--- config.mk ---
export PLATFORM = sky130hd
export DESIGN_NAME = mips_mem_arbiter_flat
export DESIGN_NICKNAME = d
export VERILOG_FILES = /design/src/rtl/mips_mem_arbiter_if.sv /design/src/rtl/mips_mem_arbiter.sv /design/src/flat_wrapper.sv
export SDC_FILE = /design/constraint.sdc
export NUM_CORES = 1
export LEC_CHECK = 0
export ABC_AREA = 1
export ABC_CLOCK_PERIOD_IN_PS = 5650
export BUFFER_PORTS_ARGS = -buffer_cell sky130_fd_sc_hd__buf_2
export CAP_MARGIN = 40
export CELL_PAD_IN_SITES_DETAIL_PLACEMENT = 2
export CELL_PAD_IN_SITES_GLOBAL_PLACEMENT = 2
export CORE_MARGIN = 2
export CORE_UTILIZATION = 29
export CTS_BUF_LIST = sky130_fd_sc_hd__clkbuf_16
export DETAILED_ROUTE_END_ITERATION = 8
export GPL_TIMING_DRIVEN = 0
export HOLD_SLACK_MARGIN = 0.02
export PLACE_DENSITY = 0.95
export SLEW_MARGIN = 0
export SYNTH_ARGS = -nofsm -noshare
export SYNTH_HDL_FRONTEND = slang
export SYNTH_SLANG_ARGS = --single-unit
export TNS_END_PERCENT = 100
--- constraint.sdc ---
create_clock -name clk -period 5.65 [get_ports clk]
set_clock_uncertainty 0.2 [all_clocks]
set_input_delay 0.2825 -clock clk [delete_from_list [all_inputs] [get_ports clk]]
set_output_delay 0.2825 -clock clk [all_outputs]
set_load 0.05 [all_outputs]
--- src/rtl/mips_mem_arbiter_if.sv ---
// Bundle of the fetch, load/store and memory-side signals of the unified-memory arbiter.
// The slave modport is the arbiter's view; the master modport is the pipeline/memory view.
interface mips_mem_arbiter_if #(
  parameter int AW = 10,
  parameter int DW = 32
);
  logic          if_req;
  logic [AW-1:0] if_addr;
  logic          if_gnt;
  logic          if_rvalid;
  logic [DW-1:0] if_rdata;

  logic          d_req;
  logic          d_we;
  logic [AW-1:0] d_addr;
  logic [DW-1:0] d_wdata;
  logic          d_gnt;
  logic          d_rvalid;
  logic [DW-1:0] d_rdata;

  logic          mem_en;
  logic          mem_we;
  logic [AW-1:0] mem_addr;
  logic [DW-1:0] mem_wdata;
  logic [DW-1:0] mem_rdata;

  logic          busy;

  modport slave (
    input  if_req, if_addr,
    output if_gnt, if_rvalid, if_rdata,
    input  d_req, d_we, d_addr, d_wdata,
    output d_gnt, d_rvalid, d_rdata,
    output mem_en, mem_we, mem_addr, mem_wdata,
    input  mem_rdata,
    output busy
  );

  modport master (
    output if_req, if_addr,
    input  if_gnt, if_rvalid, if_rdata,
    output d_req, d_we, d_addr, d_wdata,
    input  d_gnt, d_rvalid, d_rdata,
    input  mem_en, mem_we, mem_addr, mem_wdata,
    output mem_rdata,
    input  busy
  );
endinterface

--- src/rtl/mips_mem_arbiter.sv ---
// Single-ported unified memory arbiter between the fetch (IF) and load/store (D) requesters.
// One access in flight; D has fixed priority, IF is forced through after STARVE_MAX straight D wins.
// Every output is a flop decoded from the next state, so requesters see clean registered pulses.
module mips_mem_arbiter #(
  parameter int AW         = 10,
  parameter int DW         = 32,
  parameter int MEM_LAT    = 1,
  parameter int STARVE_MAX = 4
) (
  input logic              clk,
  input logic              rst,
  mips_mem_arbiter_if.slave bus
);

  localparam int LCW = (MEM_LAT > 1) ? $clog2(MEM_LAT) : 1;
  localparam int SCW = $clog2(STARVE_MAX + 1);
  localparam logic [LCW-1:0] LAT_LAST   = LCW'(MEM_LAT - 1);
  localparam logic [SCW-1:0] STARVE_LIM = SCW'(STARVE_MAX);

  typedef enum logic [1:0] {
    IDLE  = 2'd0,
    ISSUE = 2'd1,
    WAIT  = 2'd2,
    DONE  = 2'd3
  } state_t;

  state_t        state_q, state_d;
  logic [LCW-1:0] lat_cnt_q, lat_cnt_d;
  logic [SCW-1:0] starve_cnt_q, starve_cnt_d;
  logic          win_if_q, win_if_d;
  logic          win_we_q, win_we_d;

  logic          mem_en_q, mem_en_d;
  logic          mem_we_q, mem_we_d;
  logic [AW-1:0] mem_addr_q, mem_addr_d;
  logic [DW-1:0] mem_wdata_q, mem_wdata_d;
  logic          if_gnt_q, if_gnt_d;
  logic          if_rvalid_q, if_rvalid_d;
  logic [DW-1:0] if_rdata_q, if_rdata_d;
  logic          d_gnt_q, d_gnt_d;
  logic          d_rvalid_q, d_rvalid_d;
  logic [DW-1:0] d_rdata_q, d_rdata_d;
  logic          busy_q, busy_d;

  logic          pick_if;

  // Next-state, arbitration, read-data capture and registered-output decode
  always_comb begin
    state_d      = state_q;
    lat_cnt_d    = lat_cnt_q;
    starve_cnt_d = starve_cnt_q;
    win_if_d     = win_if_q;
    win_we_d     = win_we_q;
    mem_addr_d   = mem_addr_q;
    mem_wdata_d  = mem_wdata_q;
    if_rdata_d   = if_rdata_q;
    d_rdata_d    = d_rdata_q;
    pick_if      = 1'b0;

    case (state_q)
      IDLE, DONE: begin
        pick_if = bus.if_req && (!bus.d_req || (starve_cnt_q == STARVE_LIM));
        if (bus.if_req || bus.d_req) begin
          state_d  = ISSUE;
          win_if_d = pick_if;
          if (pick_if) begin
            win_we_d   = 1'b0;
            mem_addr_d = bus.if_addr;
          end else begin
            win_we_d    = bus.d_we;
            mem_addr_d  = bus.d_addr;
            mem_wdata_d = bus.d_wdata;
          end
        end else begin
          state_d = IDLE;
        end
        if (!bus.if_req || pick_if) begin
          starve_cnt_d = '0;
        end else if (starve_cnt_q != STARVE_LIM) begin
          starve_cnt_d = starve_cnt_q + 1'b1;
        end
      end
      ISSUE: begin
        state_d   = WAIT;
        lat_cnt_d = '0;
      end
      WAIT: begin
        if (lat_cnt_q == LAT_LAST) begin
          state_d = DONE;
          if (win_if_q) begin
            if_rdata_d = bus.mem_rdata;
          end else if (!win_we_q) begin
            d_rdata_d = bus.mem_rdata;
          end
        end else begin
          lat_cnt_d = lat_cnt_q + 1'b1;
        end
      end
      default: state_d = IDLE;
    endcase

    mem_en_d    = (state_d == ISSUE);
    mem_we_d    = (state_d == ISSUE) && win_we_d;
    if_gnt_d    = (state_d == ISSUE) && win_if_d;
    d_gnt_d     = (state_d == ISSUE) && !win_if_d;
    if_rvalid_d = (state_d == DONE) && win_if_d;
    d_rvalid_d  = (state_d == DONE) && !win_if_d;
    busy_d      = (state_d != IDLE);
  end

  // State register and all output flops; reset drops everything to zero immediately
  always_ff @(posedge clk or posedge rst) begin
    if (rst) begin
      state_q      <= IDLE;
      lat_cnt_q    <= '0;
      starve_cnt_q <= '0;
      win_if_q     <= 1'b0;
      win_we_q     <= 1'b0;
      mem_en_q     <= 1'b0;
      mem_we_q     <= 1'b0;
      mem_addr_q   <= '0;
      mem_wdata_q  <= '0;
      if_gnt_q     <= 1'b0;
      if_rvalid_q  <= 1'b0;
      if_rdata_q   <= '0;
      d_gnt_q      <= 1'b0;
      d_rvalid_q   <= 1'b0;
      d_rdata_q    <= '0;
      busy_q       <= 1'b0;
    end else begin
      state_q      <= state_d;
      lat_cnt_q    <= lat_cnt_d;
      starve_cnt_q <= starve_cnt_d;
      win_if_q     <= win_if_d;
      win_we_q     <= win_we_d;
      mem_en_q     <= mem_en_d;
      mem_we_q     <= mem_we_d;
      mem_addr_q   <= mem_addr_d;
      mem_wdata_q  <= mem_wdata_d;
      if_gnt_q     <= if_gnt_d;
      if_rvalid_q  <= if_rvalid_d;
      if_rdata_q   <= if_rdata_d;
      d_gnt_q      <= d_gnt_d;
      d_rvalid_q   <= d_rvalid_d;
      d_rdata_q    <= d_rdata_d;
      busy_q       <= busy_d;
    end
  end

  assign bus.mem_en    = mem_en_q;
  assign bus.mem_we    = mem_we_q;
  assign bus.mem_addr  = mem_addr_q;
  assign bus.mem_wdata = mem_wdata_q;
  assign bus.if_gnt    = if_gnt_q;
  assign bus.if_rvalid = if_rvalid_q;
  assign bus.if_rdata  = if_rdata_q;
  assign bus.d_gnt     = d_gnt_q;
  assign bus.d_rvalid  = d_rvalid_q;
  assign bus.d_rdata   = d_rdata_q;
  assign bus.busy      = busy_q;

endmodule

--- src/flat_wrapper.sv ---
// flat-port wrapper written by rule: the top's interface ports become plain ports
module mips_mem_arbiter_flat 
#(
  parameter int AW         = 10,
  parameter int DW         = 32,
  parameter int MEM_LAT    = 1,
  parameter int STARVE_MAX = 4
)
  (clk, rst, bus_if_req, bus_if_addr, bus_if_gnt, bus_if_rvalid, bus_if_rdata, bus_d_req, bus_d_we, bus_d_addr, bus_d_wdata, bus_d_gnt, bus_d_rvalid, bus_d_rdata, bus_mem_en, bus_mem_we, bus_mem_addr, bus_mem_wdata, bus_mem_rdata, bus_busy);
  mips_mem_arbiter_if #(.AW(AW), .DW(DW)) bus_i ();
  input logic clk;
  input logic rst;
  input wire logic [$bits(bus_i.if_req)-1:0] bus_if_req;
  input wire logic [$bits(bus_i.if_addr)-1:0] bus_if_addr;
  output wire logic [$bits(bus_i.if_gnt)-1:0] bus_if_gnt;
  output wire logic [$bits(bus_i.if_rvalid)-1:0] bus_if_rvalid;
  output wire logic [$bits(bus_i.if_rdata)-1:0] bus_if_rdata;
  input wire logic [$bits(bus_i.d_req)-1:0] bus_d_req;
  input wire logic [$bits(bus_i.d_we)-1:0] bus_d_we;
  input wire logic [$bits(bus_i.d_addr)-1:0] bus_d_addr;
  input wire logic [$bits(bus_i.d_wdata)-1:0] bus_d_wdata;
  output wire logic [$bits(bus_i.d_gnt)-1:0] bus_d_gnt;
  output wire logic [$bits(bus_i.d_rvalid)-1:0] bus_d_rvalid;
  output wire logic [$bits(bus_i.d_rdata)-1:0] bus_d_rdata;
  output wire logic [$bits(bus_i.mem_en)-1:0] bus_mem_en;
  output wire logic [$bits(bus_i.mem_we)-1:0] bus_mem_we;
  output wire logic [$bits(bus_i.mem_addr)-1:0] bus_mem_addr;
  output wire logic [$bits(bus_i.mem_wdata)-1:0] bus_mem_wdata;
  input wire logic [$bits(bus_i.mem_rdata)-1:0] bus_mem_rdata;
  output wire logic [$bits(bus_i.busy)-1:0] bus_busy;
  assign bus_i.if_req = bus_if_req;
  assign bus_i.if_addr = bus_if_addr;
  assign bus_if_gnt = bus_i.if_gnt;
  assign bus_if_rvalid = bus_i.if_rvalid;
  assign bus_if_rdata = bus_i.if_rdata;
  assign bus_i.d_req = bus_d_req;
  assign bus_i.d_we = bus_d_we;
  assign bus_i.d_addr = bus_d_addr;
  assign bus_i.d_wdata = bus_d_wdata;
  assign bus_d_gnt = bus_i.d_gnt;
  assign bus_d_rvalid = bus_i.d_rvalid;
  assign bus_d_rdata = bus_i.d_rdata;
  assign bus_mem_en = bus_i.mem_en;
  assign bus_mem_we = bus_i.mem_we;
  assign bus_mem_addr = bus_i.mem_addr;
  assign bus_mem_wdata = bus_i.mem_wdata;
  assign bus_i.mem_rdata = bus_mem_rdata;
  assign bus_busy = bus_i.busy;
  mips_mem_arbiter #(.AW(AW), .DW(DW), .MEM_LAT(MEM_LAT), .STARVE_MAX(STARVE_MAX)) u_core (.clk(clk), .rst(rst), .bus(bus_i));
endmodule
==> flow_metrics.py, run 1 <==
metrics = {
    "status": {
        "run_status": "finished, final reports clean",
    },
    "sta": {
        "period_needed_ns": 2.52,
        "rsz0062_at_grt": "no",
        "worst_pin_slew_ns": 0.546,
        "timing.max_slew.rel_slack_pct": 63.6,
        "fin_setup_tns_ns": 0,
        "setup_violations": 0,
        "fmax_mhz": 397,
        "maxSlewViolCount": 0,
        "layout_worst_path_cycle_share_pct": 44.6,
        "hold_viol": 0,
    },
    "setup_path": {
        "crit_path_max_fanout": 10,
        "cp.arrival_ns": 2.67,
        "crit_type": "reg2reg",
        "crit_path_max_incr_delay_ns": 0.56,
        "required_ns": 5.80,
        "crit_path_top_delay_cell": "dlygate4sd3_1",
        "cp_cell_sequence": "ha_1 > buf_2 > buf_1 > nand4_1 > nand3_1 > dlygate4sd3_1",
        "crit_path_end_kind": "flop",
        "cp-start-kind": "flop",
    },
    "global_routing": {
        "antenna_found_initial": 1,
        "grt_pass1_vias": 5732,
        "grt_max_degree": 68,
        "grt-ovfl-total": 0,
        "grt_usage_pct": 25.6,
        "grt_pass1_wl_mm": 32.4,
    },
    "finish": {
        "area_growth_pct": 62.3,
        "post-route-util_pct": 47.7,
        "drive_gt1_share_pct": 31.4,
        "fin_nets": 886,
        "n_fill_cell": 1719,
    },
    "clock_network": {
        "clock_latency_ns": 0.42,
        "tritoncts": "done",
        "root_buffer": "clkbuf_16",
        "hold_buffers": 88,
        "clock_sinks": 120,
        "clk_pin_slew_ns": 0.06,
        "htree_levels": 4,
        "cts_setup_buffers": 0,
        "clock_path_buffers": 2,
        "ctsResizeCount": 0,
        "cts_buffers": 17,
    },
    "floorplanning": {
        "rows": 46,
        "die_y_microns": 130,
        "die_w_microns": 130,
        "core_sq_um": 15800,
        "start_util_pct": 29.4,
        "die-area_sq_um": 17000,
        "pin_count": 202,
    },
    "routing": {
        "vias": 4886,
        "wl_per_cell_microns": 20.8,
        "postRouteAntennaNets": 0,
        "drc": 0,
        "wirelength_mm": 21.3,
        "dr.pass1.iters": 4,
        "via_per_inst": 4.77,
        "drt_iter0_drc": 135,
    },
    "yosys": {
        "postSynthAreaPerCell_sq_um": 9.56,
        "netlist_area_sq_um": 4640,
        "synth_area_leaders": "dfrtp_1 (65%), nand2_1 (12%), o21ai_0 (7.3%)",
        "synth_cell_type_count": 18,
        "yosys_register_bits": 120,
        "synthesis.nets": 577,
        "synth_top_area_share_pct": 64.8,
        "ys_seq_area_share_pct": 64.8,
        "synth_warnings": 0,
        "synth_top_area_cell": "dfrtp_1",
        "postSynthCellCount": 485,
    },
    "power": {
        "p_per_area_nw_per_um2": 795,
        "vdd_drop_max_uv": 278,
        "p_leak_nw": 4.03,
        "totalPowerFinal_mw": 5.98,
    },
    "placement": {
        "io_buffers": 201,
        "gp_congestion": 0.751,
        "dp_hpwl_mm": 12.0,
    },
    "worst_hold_path": {
        "hp-class": "in2reg",
    },
    "run": {
        "cap_violations": 0,
    },
}
==> path summary, 6_finish.rpt <==
| check | from | endpoint | slack, ns | cells after the start |
|---|---|---|---|---|
| min in group asynchronous | rst | u_core.bus.d_rdata[8] | 0.30 | 3 |
| hold reg to reg | u_core.bus.mem_wdata[7] | u_core.bus.mem_wdata[7] | 0.27 | 2 |
| setup / recovery | u_core.state_q[1] | u_core.bus.mem_addr[0] | 3.13 | 6 |
| hold / removal | bus_if_req | u_core.starve_cnt_q[1] | 0.05 | 3 |
| max in group asynchronous | rst | u_core.bus.d_rdata[23] | 4.24 | 4 |
| setup reg to reg | u_core.state_q[1] | u_core.bus.mem_addr[0] | 3.13 | 6 |
==> kinds of logic after synthesis <==
| kind of cell | synth area share (%) |
|---|---|
| buf+inv | 6.26 |
| flops | 64.8 |
| simple gates | 20.3 |
| fa+ha+maj | 0.810 |
| compound gates | 7.69 |
| xor+xnor | 0.189 |
==> cells in the final DEF (no fill, tap or decap), types with 2 or more instances in the layout <==
cell           instances
clkbuf_16             17
nand3_1               55
inv_6                  3
nand4_1               10
clkinv_4               2
dfrtp_1              120
clkbuf_1              11
o21ai_0               68
buf_4                  3
dlygate4sd3_1         88
clkinvlp_4             3
nor2_1                 2
ha_1                   3
nand2_1              150
inv_1                 41
buf_2                214
bufinv_16              7
a21oi_1                2
==> per-layer routing <==
layer / global-route usage, % / wire length [microns] / vias up
met3: 4.72 / 782 / 61
met4: 12.7 / 901 / 0
met2: 49.6 / 11900 / 177
li1: - / - / 2180
met5: 0 / 0 / -
met1: 26.4 / 7750 / 2468
==> power by group <==
group | internal (mW) | switching (mW)
Clock | 0.874 | 0.422
Sequential | 1.28 | 0.253
Combinational | 0.717 | 2.43
==> worst max-delay path: cells and delay by family, from the launching register on <==
family / cells / cell delay (ns)
AND/OR/NAND/NOR: 2 / 0.36
adder cells (fa/ha/maj): 1 / 0.29
buffers and inverters: 3 / 1.25
flip-flops: 1 / 0.36
==> final cells by class <==
cell class	instances	area, sq um	area share (%)
Timing Repair Buffer	290	1910	25.4
Sequential cell	120	3000	39.9
Buffer	28	133	1.76
Tap cell	216	270	3.59
Multi-Input combinational cell	295	1340	17.9
Clock buffer	17	425	5.65
Clock inverter	15	272	3.61
Inverter	42	163	2.16
Antenna cell	1	2.50	0.0333
==> synth_stat cells <==
cell and n:
clkbuf_1 11, xor2_1 1, o22ai_1 1, nor2_8 1, inv_1 42, o21ai_0 68, a21oi_1 2, nand3_1 55
nor2_1 2, buf_2 13, nor2_2 1, dfrtp_1 120, buf_4 3, nand2_1 150, ha_1 3, buf_1 1
nand2_2 1, nand4_1 10
==> state kept, by name (all words and copies together), names as in the netlist <==
name / flops
u_core.bus.if_gnt: 1
u_core.bus.mem_addr: 10
u_core.bus.mem_we: 1
u_core.bus.busy: 1
u_core.bus.if_rvalid: 1
u_core.win_we_q: 1
u_core.bus.mem_en: 1
u_core.state_q: 2
u_core.bus.d_gnt: 1
u_core.bus.d_rdata: 32
u_core.bus.d_rvalid: 1
u_core.win_if_q: 1
u_core.bus.if_rdata: 32
u_core.bus.mem_wdata: 32
u_core.starve_cnt_q: 3
==> metrics by stage <==
stage               std cells  worst slack (ns)  instance area (sq um)  hold WS, ns
floorplan                 485              1.98                   4640        0.209
global placement          902             0.389                   5910        0.249
detailed placement        903              3.60                   5950        0.181
CTS                      1023              3.22                   7520       0.0449
global route             1024              2.93                   7530       0.0745
finish                   1024              3.13                   7530       0.0550
Note: power is estimated with default switching activity, not from simulation.
==> inputs of run 2 (changes only) <==
--- a/config.mk
+++ b/config.mk
@@ -6,18 +6,18 @@
 export NUM_CORES = 1
 export LEC_CHECK = 0
 export ABC_AREA = 1
-export ABC_CLOCK_PERIOD_IN_PS = 5650
+export ABC_CLOCK_PERIOD_IN_PS = 2300
 export BUFFER_PORTS_ARGS = -buffer_cell sky130_fd_sc_hd__buf_2
 export CAP_MARGIN = 40
 export CELL_PAD_IN_SITES_DETAIL_PLACEMENT = 2
 export CELL_PAD_IN_SITES_GLOBAL_PLACEMENT = 2
 export CORE_MARGIN = 2
-export CORE_UTILIZATION = 29
+export CORE_UTILIZATION = 24
 export CTS_BUF_LIST = sky130_fd_sc_hd__clkbuf_16
 export DETAILED_ROUTE_END_ITERATION = 8
 export GPL_TIMING_DRIVEN = 0
 export HOLD_SLACK_MARGIN = 0.02
-export PLACE_DENSITY = 0.95
+export PLACE_DENSITY = 0.86
 export SLEW_MARGIN = 0
 export SYNTH_ARGS = -nofsm -noshare
 export SYNTH_HDL_FRONTEND = slang
==> constraint.sdc (replaced) <==
create_clock -name clk -period 2.3 [get_ports clk]
set_clock_uncertainty 0.2 [all_clocks]
set_input_delay 0.115 -clock clk [delete_from_list [all_inputs] [get_ports clk]]
set_output_delay 0.115 -clock clk [all_outputs]
set_load 0.05 [all_outputs]
==> flow_metrics.py, run 2 (synthesis gave the netlist of run 1 again) <==
metrics = {
    "global_routing": {
        "antenna_found_initial": 3,
        "grt_usage_pct": 20.6,
        "grt-ovfl-total": 0,
        "grt_max_degree": 38,
        "grt_pass1_wl_mm": 31.6,
        "grt_pass1_vias": 5616,
    },
    "power": {
        "totalPowerFinal_mw": 13.8,
        "p_per_area_nw_per_um2": 1830,
        "vdd_drop_max_uv": 760,
        "p_leak_nw": 4.01,
    },
    "sta": {
        "hold_ws_ns": 0.184,
        "timing.max_slew.rel_slack_pct": 51.3,
        "maxSlewViolCount": 0,
        "setup_violations": 0,
        "period_needed_ns": 2.14,
        "layout_worst_path_cycle_share_pct": 93.1,
        "rsz0062_at_grt": "no",
        "worst_pin_slew_ns": 0.730,
        "setup_ws_ns": 0.159,
        "fmax_mhz": 467,
        "hold_viol": 0,
    },
    "worst_hold_path": {
        "hp-class": "in2async",
    },
    "placement": {
        "io_buffers": 201,
        "dp_cells": 949,
        "dpl_worst_slack_ns": 0.318,
        "gp_congestion": 0.756,
        "dp_hpwl_mm": 12.4,
    },
    "clock_network": {
        "clock_latency_ns": 0.41,
        "htree_levels": 4,
        "tritoncts": "done",
        "cts_buffers": 17,
        "root_buffer": "clkbuf_16",
        "clk_pin_slew_ns": 0.06,
        "cts_setup_buffers": 0,
        "clock_sinks": 120,
        "clock_path_buffers": 2,
    },
    "routing": {
        "wirelength_mm": 20.4,
        "top_layer": "met4",
        "met3_length_microns": 790,
        "postRouteAntennaNets": 0,
        "drt-met1-wl_mm": 7.41,
        "vias": 4823,
        "via_per_inst": 4.49,
        "dr.pass1.iters": 4,
        "drt_iter0_drc": 152,
        "route.met2.wl_mm": 11.4,
        "wl_per_cell_microns": 19.0,
        "drc": 0,
    },
    "floorplanning": {
        "core_sq_um": 18800,
        "die_y_microns": 143,
        "pin_count": 202,
        "die-area_sq_um": 20400,
        "die_w_microns": 143,
        "start_util_pct": 24.6,
        "rows": 50,
    },
    "finish": {
        "layout_common_cells": "buf_2 (214), nand2_1 (149), dfrtp_1 (120)",
        "post-route-util_pct": 39.9,
        "finalNonFillerCells": 1073,
        "final_common_cell": "buf_2",
        "drive_gt1_share_pct": 31.7,
        "area_growth_pct": 62.1,
        "fin_nets": 889,
        "n_fill_cell": 2061,
    },
    "setup_path": {
        "cp.arrival_ns": 2.24,
        "required_ns": 2.40,
        "crit_type": "reg2reg",
        "crit_path_max_fanout": 10,
        "crit_path_end_kind": "flop",
        "cp-start-kind": "flop",
    },
    "run": {
        "cap_violations": 0,
    },
    "status": {
        "run_status": "finished, final reports clean",
    },
}
## run 2: cell types whose count changed in the layout (fill, tap and decap cells not counted), sizes merged
cell,change
clkinvlp,-1
clkinv,+7
buf,+2
dlygate4sd3,+1
bufinv,-5
diode,+2
inv,-1
## run 2: final timing paths
kind	startpoint	endpoint	slack, ns	cells past startpoint
setup / recovery	u_core.state_q[1]	u_core.bus.mem_addr[9]	0.16	6
hold / removal	rst	u_core.bus.mem_wdata[8]	0.18	3
setup reg to reg	u_core.state_q[1]	u_core.bus.mem_addr[9]	0.16	6
hold reg to reg	u_core.bus.mem_wdata[17]	u_core.bus.mem_wdata[17]	0.28	2
max in group asynchronous	rst	u_core.bus.if_rdata[29]	0.83	5
min in group clk	u_core.bus.mem_wdata[17]	u_core.bus.mem_wdata[17]	0.28	2
## run 2: area by class of cell
cell class	count	area (sq um)	area share (%)
Tap cell	260	325	4.33
Clock inverter	15	153	2.03
Antenna cell	3	7.51	0.0999
Buffer	28	136	1.81
Multi-Input combinational cell	295	1350	17.9
Sequential cell	120	3000	40.0
Timing Repair Buffer	293	1960	26.0
Clock buffer	17	425	5.66
Inverter	42	161	2.15
## run 2: repair_timing
item | in CTS | in global routing
setup endpoints to repair | 0 | 1
hold endpoints to repair | 143 | 0
hold buffers | 89 | 0
gates resized for setup | 0 | 5
## run 2: worst max-delay path, cell delays in order (launching register included)
cell	delay, ns
dfrtp_1	0.37
ha_1	0.29
buf_2	0.21
o21ai_0	0.20
nand2_1	0.10
nand3_1	0.08
dlygate4sd3_1	0.56
## run 2: routing by layer
layer,GRT usage [%],vias up
met1,21.9,2432
met2,38.6,150
met3,3.89,52
met5,0,-
met4,10.6,0
li1,-,2189
## run 2: power by group
part | internal, mW | switching (mW) | total (mW) | leakage (nW)
Sequential | 3.15 | 0.591 | 3.74 | 1.48
Combinational | 1.62 | 5.77 | 7.39 | 2.24
Clock | 1.60 | 1.05 | 2.64 | 0.285
## run 2: through the flow
stage          area, sq um  setup TNS (ns)
2_1_floorplan         4640               0
3_5_place_dp          6030               0
6_report              7510               0
5_1_grt               7510               0
3_3_place_gp          5970          -48.47
4_1_cts               7500               0
==> inputs of run 3 (changes only) <==
--- a/config.mk
+++ b/config.mk
@@ -11,7 +11,7 @@
 export CAP_MARGIN = 40
 export CELL_PAD_IN_SITES_DETAIL_PLACEMENT = 2
 export CELL_PAD_IN_SITES_GLOBAL_PLACEMENT = 2
-export CORE_MARGIN = 2
+export CORE_MARGIN = 5
 export CORE_UTILIZATION = 24
 export CTS_BUF_LIST = sky130_fd_sc_hd__clkbuf_16
 export DETAILED_ROUTE_END_ITERATION = 8
==> flow_metrics.py, run 3 (synthesis gave the netlist of run 1 again) <==
metrics = {
    "setup_path": {
        "crit_path_top_delay_cell": "dlygate4sd3_1",
        "crit_path_end_kind": "flop",
        "cp_common_cell": "nand2_1",
        "required_ns": 2.40,
        "crit_path_max_incr_delay_ns": 0.57,
        "critical-path-top-delay-family": "buffers and inverters",
        "cp.arrival_ns": 2.23,
        "crit_path_max_fanout": 10,
        "path_buf_inv": 3,
        "crit_type": "reg2reg",
        "cp_cell_sequence": "inv_1 > ha_1 > nand2_1 > nand2_1 > clkbuf_2 > nand4_1 > nand3_1 > dlygate4sd3_1",
        "cp-start-kind": "flop",
    },
    "power": {
        "p_per_area_nw_per_um2": 1870,
        "combPwrFrac_pct": 52.9,
        "p_sw_mw": 7.55,
        "swShare_pct": 53.4,
        "p_leak_nw": 4.01,
        "p_int_mw": 6.59,
        "seqPwrFrac_pct": 26.5,
        "vdd_drop_max_uv": 521,
        "pwr-share-clk_pct": 20.6,
    },
    "placement": {
        "gp_congestion": 0.740,
        "dp_hpwl_mm": 12.9,
        "io_buffers": 201,
        "dp_cells": 949,
        "placed_cell_area_sq_um": 6030,
    },
    "floorplanning": {
        "core_sq_um": 18900,
        "rows": 50,
        "die_w_microns": 149,
        "die_y_microns": 149,
        "pin_count": 202,
        "die-area_sq_um": 22200,
        "start_util_pct": 24.5,
    },
    "finish": {
        "area_growth_pct": 63.0,
        "fin_area_sq_um": 7560,
        "n_fill_cell": 2064,
        "multiInputGateArea_sq_um": 1350,
        "layout_common_cells": "buf_2 (214), nand2_1 (149), dfrtp_1 (120)",
        "finalNonFillerCells": 1072,
        "drive_gt1_share_pct": 31.7,
        "final_common_cell": "buf_2",
        "register_area_sq_um": 3000,
        "fin_nets": 889,
    },
    "sta": {
        "worst_pin_slew_ns": 0.664,
        "rsz0062_at_grt": "no",
        "period_needed_ns": 2.13,
        "fmax_mhz": 469,
        "timing.max_slew.rel_slack_pct": 55.6,
        "layout_worst_path_cycle_share_pct": 92.8,
        "fin_setup_tns_ns": 0,
        "maxSlewViolCount": 0,
        "hold_viol": 0,
        "setup_violations": 0,
    },
    "clock_network": {
        "tritoncts": "done",
        "root_buffer": "clkbuf_16",
        "clk_pin_slew_ns": 0.06,
        "clock_path_buffers": 2,
        "cts_setup_buffers": 0,
        "clock_latency_ns": 0.42,
        "clock_sinks": 120,
        "htree_levels": 4,
        "cts_buffers": 17,
    },
    "routing": {
        "wirelength_mm": 21.7,
        "drc": 0,
        "drt_iter0_drc": 108,
        "dr.pass1.iters": 6,
        "wl_per_cell_microns": 20.2,
        "vias": 4768,
        "via_per_inst": 4.45,
        "postRouteAntennaNets": 0,
    },
    "global_routing": {
        "antenna_found_initial": 2,
        "grt_usage_pct": 19.8,
        "grt_pass1_vias": 5704,
        "grt-ovfl-total": 0,
        "grt_pass1_wl_mm": 33.5,
        "grt_max_degree": 36,
    },
    "worst_hold_path": {
        "hp-class": "in2async",
    },
    "run": {
        "cap_violations": 0,
    },
    "status": {
        "run_status": "finished, final reports clean",
    },
}
## run 3: layer usage
layer | GRT usage (%) | up-vias | wire (microns)
li1 | - | 2192 | -
met1 | 20.7 | 2391 | 8030
met2 | 38.0 | 145 | 12100
met3 | 4.56 | 40 | 935
met4 | 7.87 | 0 | 587
met5 | 0 | - | 0
## run 3: stage by stage
| stage | power [mW] | hold WS [ns] | utilization (%) | setup WS [ns] |
|---|---|---|---|---|
| 3_3_place_gp | 10.6 | 0.146 | 31.6 | -0.445 |
| 2_1_floorplan | 8.81 | 0.0416 | - | 0.516 |
| 6_report | 14.1 | 0.143 | 40.0 | 0.166 |
| 3_5_place_dp | 10.9 | 0.0437 | 31.9 | 0.239 |
| 5_1_grt | 14.9 | 0.185 | 40.0 | 0.0151 |
| 4_1_cts | 14.0 | 0.149 | 40.0 | 0.0578 |
## run 3: power by group through the flow
stage | Combinational (mW) | Clock [mW] | Sequential [mW]
global placement | 6.97 | 0 | 3.66
finish | 7.49 | 2.91 | 3.75
global route | 7.96 | 3.07 | 3.85
CTS | 7.38 | 2.94 | 3.68
detailed placement | 7.20 | 0 | 3.70
floorplan | 1.80 | 0 | 7.01
## run 3: tightest hold or removal path: cells and delay by family
| family | cells | cell delay (ns) |
|---|---|---|
| buf+inv | 3 | 1.10 |
## run 3: layout make-up
class / count / area share [%]
Antenna cell: 2 / 0.0662
Timing Repair Buffer: 293 / 25.9
Multi-Input combinational cell: 295 / 17.8
Tap cell: 260 / 4.30
Buffer: 28 / 1.77
Sequential cell: 120 / 39.7
Clock buffer: 17 / 5.63
Inverter: 42 / 2.14
Clock inverter: 15 / 2.68
## run 3: repair_timing
item / CTS / global route
endpoints found under the hold margin: 166 / 0
endpoints found under the setup margin: 0 / 1
resized for setup: 0 / 4
hold buffers: 89 / 0
## run 3: worst paths after layout
path / from / endpoint / slack [ns] / cells after the start
worst max-delay path: u_core.starve_cnt_q[0] / u_core.bus.mem_addr[9] / 0.17 / 8
max in group asynchronous: rst / u_core.bus.mem_addr[5] / 1.15 / 4
worst max register to register: u_core.starve_cnt_q[0] / u_core.bus.mem_addr[9] / 0.17 / 8
worst min-delay path: rst / u_core.bus.mem_wdata[3] / 0.14 / 3
min in group clk: u_core.bus.mem_wdata[4] / u_core.bus.mem_wdata[4] / 0.27 / 2
worst min register to register: u_core.bus.mem_wdata[4] / u_core.bus.mem_wdata[4] / 0.27 / 2
